File: src/rtl/apuf_crp_controller.sv
// Challenge/response driver for a 22-stage arbiter PUF. It steps an LFSR challenge,
// launches the race, samples the arbiter output and streams CRPs over valid/ready.
module apuf_crp_controller #(
  parameter int unsigned       CHAL_W = 22,
  parameter logic [CHAL_W-1:0] TAPS   = 22'h30_0000,
  parameter int unsigned       SETTLE = 4
) (
  input  logic              clk,
  input  logic              rst_n,
  input  logic              start,
  input  logic [15:0]       num_crps,
  input  logic [CHAL_W-1:0] seed,
  output logic              apuf_x,
  output logic              apuf_y,
  output logic [CHAL_W-1:0] apuf_chal,
  input  logic              apuf_q,
  output logic              crp_valid,
  input  logic              crp_ready,
  output logic [CHAL_W-1:0] crp_chal,
  output logic              crp_resp,
  output logic              busy,
  output logic              done
);

  // FIRE lasts SETTLE+2 cycles, so the wait counter needs one bit beyond 8 when SETTLE=255.
  localparam logic [8:0] SETTLE_LAST = 9'(SETTLE - 1);
  localparam logic [8:0] FIRE_LAST   = 9'(SETTLE + 1);

  typedef enum logic [2:0] {
    S_IDLE,
    S_LOAD,
    S_SETTLE,
    S_FIRE,
    S_EMIT,
    S_RELAX,
    S_DONE
  } state_t;

  state_t              state, state_nx;
  logic [CHAL_W-1:0]   lfsr, lfsr_nx, lfsr_adv;
  logic [15:0]         remaining, remaining_nx;
  logic [8:0]          wait_cnt, wait_nx;
  logic                launch, launch_nx;
  logic [CHAL_W-1:0]   apuf_chal_nx, crp_chal_nx;
  logic                crp_valid_nx, crp_resp_nx, busy_nx, done_nx;
  logic                q_meta, q_s;

  // apuf_q comes straight off the arbiter flop with no relation to clk.
  always_ff @(posedge clk or negedge rst_n) begin
    if (!rst_n) begin
      q_meta <= 1'b0;
      q_s    <= 1'b0;
    end else begin
      q_meta <= apuf_q;
      q_s    <= q_meta;
    end
  end

  assign lfsr_adv = {lfsr[CHAL_W-2:0], ^(lfsr & TAPS)};

  // One launch register feeds both paths so X and Y always toggle on the same edge.
  assign apuf_x = launch;
  assign apuf_y = launch;

  always_ff @(posedge clk or negedge rst_n) begin
    if (!rst_n) begin
      state     <= S_IDLE;
      lfsr      <= CHAL_W'(1);
      remaining <= 16'd0;
      wait_cnt  <= 9'd0;
      launch    <= 1'b0;
      apuf_chal <= '0;
      crp_valid <= 1'b0;
      crp_chal  <= '0;
      crp_resp  <= 1'b0;
      busy      <= 1'b0;
      done      <= 1'b0;
    end else begin
      state     <= state_nx;
      lfsr      <= lfsr_nx;
      remaining <= remaining_nx;
      wait_cnt  <= wait_nx;
      launch    <= launch_nx;
      apuf_chal <= apuf_chal_nx;
      crp_valid <= crp_valid_nx;
      crp_chal  <= crp_chal_nx;
      crp_resp  <= crp_resp_nx;
      busy      <= busy_nx;
      done      <= done_nx;
    end
  end

  always_comb begin
    state_nx     = state;
    lfsr_nx      = lfsr;
    remaining_nx = remaining;
    wait_nx      = wait_cnt;
    launch_nx    = launch;
    apuf_chal_nx = apuf_chal;
    crp_valid_nx = crp_valid;
    crp_chal_nx  = crp_chal;
    crp_resp_nx  = crp_resp;
    busy_nx      = busy;
    done_nx      = 1'b0;

    unique case (state)
      S_IDLE: begin
        if (start) begin
          lfsr_nx      = (seed == '0) ? CHAL_W'(1) : seed;
          remaining_nx = num_crps;
          busy_nx      = 1'b1;
          state_nx     = (num_crps == 16'd0) ? S_DONE : S_LOAD;
        end
      end
      S_LOAD: begin
        apuf_chal_nx = lfsr;
        launch_nx    = 1'b0;
        wait_nx      = SETTLE_LAST;
        state_nx     = S_SETTLE;
      end
      S_SETTLE: begin
        if (wait_cnt == 9'd0) begin
          launch_nx = 1'b1;
          wait_nx   = FIRE_LAST;
          state_nx  = S_FIRE;
        end else begin
          wait_nx = wait_cnt - 9'd1;
        end
      end
      S_FIRE: begin
        if (wait_cnt == 9'd0) begin
          crp_resp_nx  = q_s;
          crp_chal_nx  = apuf_chal;
          crp_valid_nx = 1'b1;
          state_nx     = S_EMIT;
        end else begin
          wait_nx = wait_cnt - 9'd1;
        end
      end
      // The launch stays high through any stall; the race is never re-fired.
      S_EMIT: begin
        if (crp_ready) begin
          crp_valid_nx = 1'b0;
          remaining_nx = remaining - 16'd1;
          lfsr_nx      = lfsr_adv;
          launch_nx    = 1'b0;
          wait_nx      = SETTLE_LAST;
          state_nx     = S_RELAX;
        end
      end
      S_RELAX: begin
        if (wait_cnt == 9'd0) begin
          state_nx = (remaining != 16'd0) ? S_LOAD : S_DONE;
        end else begin
          wait_nx = wait_cnt - 9'd1;
        end
      end
      S_DONE: begin
        done_nx  = 1'b1;
        busy_nx  = 1'b0;
        state_nx = S_IDLE;
      end
      default: begin
        state_nx = S_IDLE;
      end
    endcase
  end

endmodule
File: config.mk
export PLATFORM = sky130hd
export DESIGN_NAME = apuf_crp_controller
export DESIGN_NICKNAME = d
export VERILOG_FILES = /design/src/rtl/apuf_crp_controller.sv
export SDC_FILE = /design/constraint.sdc
export NUM_CORES = 1
export LEC_CHECK = 0
export CORE_UTILIZATION = 25
export CTS_CLUSTER_SIZE = 16
export DETAILED_ROUTE_END_ITERATION = 7
export PLACE_DENSITY_LB_ADDON = 0.08
export RECOVER_POWER = 50
export SLEW_MARGIN = 25
export SYNTH_ARGS = -nofsm -noshare
export SYNTH_HDL_FRONTEND = slang
export SYNTH_SLANG_ARGS = --single-unit
File: constraint.sdc
create_clock -name clk -period 3.1 [get_ports clk]
set_input_delay 0.465 -clock clk [delete_from_list [all_inputs] [get_ports clk]]
set_output_delay 0.465 -clock clk [all_outputs]
set_load 0.03 [all_outputs]
==> impl_metrics.csv <==
group,metric,value,unit
routing,drcViolationCount,0,
outcome,violations,"capacitance limit, slew limit",
pwr,clkPwrFrac,19.1,%
min_path,hold_class,"flip-flop to flip-flop",
clock_network,cts-root-buf,"clkbuf_16",
critical_path,cp.arrival,2.62,ns
outcome,status,"finished, violations left",
routing,routedWlPerCell,15.6,um
yosys,synth.area.top_cells,"dfrtp_1 (52%), nand2_1 (11%), mux2_2 (5.2%), nor2_1 (3.7%), a31oi_1 (2.7%)",
routing,via_per_inst,4.78,
clock_network,cts_buffers,9,
sta,min_period,2.35,ns
finish,final_common_cell,"nand2_1",
yosys,yosys_warnings,0,
clock_network,cts_tree,"yes",
sta,finalSetupViolations,0,
sta,timing.clock.skew,0.0117,ns
clock_network,hold_buffers,0,
pwr,leakagePower,2.63,nW
clock_network,clkLatencyLatePin,0.35,ns
clock_network,clkTransAtPathRegs,0.07,ns
pwr,combPwrFrac,44.1,%
yosys,syn_nets,565,
pwr,switchingPower,2.74,mW
yosys,syn-cell-area,4780,um^2
finish,post-route-util,33.6,%
critical_path,path_cells,"nor2b_1 > and2_2 > buf_4 > nand2_1 > a31oi_1",
yosys,syn_inst,520,
placement,routabilityCongestion,0.750,
grt,grt_max_degree,80,
yosys,ys_seq_area_share,52.9,%
die,core,18700,um^2
yosys,synth_edf_count,0,
critical_path,cp-start-kind,"flip-flop",
clock_network,cts_buffer_depth,2,
critical_path,path_class,"flip-flop to flip-flop",
yosys,ys_ff_latch,101,
sta,setup_tns,0,ns
sta,fin_ws,0.752,ns
finish,nFillCells,1921,
grt,grt_pass1_wl,21700,um
finish,area_growth,31.4,%
die,die_h,140,um
finish,finalInstanceArea,6280,um^2
pwr,intPower,3.99,mW
grt,antenna_found_initial,0,
die,dieArea,19700,um^2
yosys,async_flop_share,100,%
routing,drt-total-wl,13100,um
routing,first_iter_violations,201,
critical_path,worstSetupEndpointType,"flip-flop",
sta,maxSlewHeadroom,-35.3,%
die,start_util,25.5,%
sta,worstMarginPinSlew,2.03,ns
clock_network,cts_repair_resize_count,0,
sta,min_period_over_period,75.7,%
die,rows,50,
sta,hold_violations,0,
pwr,vdd_drop_max,0.000360,V
yosys,yosys_most_used_dff,"dfrtp_1",
clock_network,cts_num_sinks,101,
finish,fin_cells,841,
die,dieWidth,140,um
flow_run,drv_cap,1,
critical_path,crit_fanout,30,
clock_network,post_cts_buffers,0,
grt,first_global_vias,3981,
sta,max_freq,426,MHz
critical_path,crit_path_top_delay_cell,"dfrtp_1",
sta,whs,0.359,ns
grt,grt.total_usage,14.2,%
placement,placed_cells,825,
die,io_pins,93,
grt,grt_overflow,0,
finish,final_cell_mix,"nand2_1 (138), dfrtp_1 (100), clkdlybuf4s50_1 (70), nor2_1 (47), o21ai_0 (23)",
pwr,finalPower,6.72,mW
critical_path,worst_path_largest_cell_delay,0.72,ns
pwr,powerDensity,1070,nW/um^2
clock_network,htreeDepth,3,
pwr,seqPwrFrac,36.8,%
placement,hpwl,8860,um
placement,port_buffers,92,
placement,place_area,5960,um^2
yosys,netlist.area_leader.share,52.4,%
routing,antenna_left,0,
routing,vias,4020,
placement,post-place-ws,0.566,ns
finish,drive_above_1_share,9.23,%
yosys,yosys.area.top_type,"dfrtp_1",
yosys,syn_area_per_cell,9.19,um^2
finish,fin_nets,647,
sta,rsz0062_at_grt,"false",
sta,maxSlewViolCount,80,
routing,firstDrtPassIters,6,
finish,diodes,0,
pwr,swShare,40.7,%
yosys,synth_cell_type_count,51,
critical_path,required,3.37,ns
## final cells by class
cell class              count  area (um^2)  share of cell area [%]
flip-flops and latches    101         2530                    40.3
multi-input cells         380         2090                    33.2
repair buffers            104         1000                    16.0
well taps                 234          293                    4.66
clock buffers              12          267                    4.25
clock inverters             4         76.3                    1.22
inverters                   6         22.5                   0.359
## worst paths after layout
check                           cells after the start  slack, ns      from            to
worst max register to register                      5       0.75  state[2]      lfsr[11]
max in group asynchronous                           2       1.09     rst_n  remaining[0]
worst max-delay path                                5       0.75  state[2]      lfsr[11]
worst min register to register                      0       0.36    q_meta           q_s
min in group asynchronous                           1       0.65     rst_n   crp_chal[6]
worst min-delay path                                0       0.36    q_meta           q_s
## logic make-up after synthesis
kind of cell             count (synthesis)  synth area share [%]
XOR/XNOR                                 6                  1.10
flip-flops                             101                  52.9
adder cells (fa/ha/maj)                  2                 0.524
buffers and inverters                   39                  3.64
multiplexers                            24                  5.60
AND/OR/NAND/NOR                        251                  23.5
AO/OA/AOI/OAI                           97                  12.7
## layer usage
metal  vias up  share of wire (%)  track usage [%]
met2        92                 47             21.7
met5         -                  0                0
met4         0                1.7             5.67
met3        15                3.1             2.53
li1       1977                  -                -
met1      1936                 49             19.9
## Yosys cell counts, types with 3 or more instances
library cell,count
nand2_1,138
dfrtp_1,100
nor2_1,47
clkbuf_1,25
o21ai_0,23
mux2_2,22
a31oi_1,21
a21oi_1,19
nor4_1,12
nor3_1,11
nand3_1,9
o22ai_1,8
inv_1,6
a2bb2oi_1,5
nor2b_1,5
a22oi_1,4
and2_1,4
buf_2,4
nand4_1,4
or3_1,4
xor2_1,4
or4_1,3
## flip-flops by register name, summed over array words and instances (netlist names)
name / count
crp_chal: 22
lfsr: 22
done: 1
busy: 1
q_meta: 1
q_s: 1
apuf_chal: 22
apuf_x: 1
remaining: 16
crp_resp: 1
crp_valid: 1
wait_cnt: 9
state: 3
## power groups by stage
stage | Clock (mW) | Combinational (mW) | Sequential, mW
finish | 1.28 | 2.96 | 2.48
global route | 1.40 | 3.24 | 2.59
CTS | 1.35 | 3.05 | 2.49
detailed placement | 0 | 3.05 | 2.51
global placement | 0 | 3.03 | 2.50
floorplan | 0 | 1.46 | 2.92
## worst max-delay path, delay by kind of cell (launching register included)
family	cells	cell delay [ns]
buf+inv	1	0.38
compound gates	1	0.16
simple gates	3	0.99
flops	1	0.72
Power figures use the tool's default switching activity.
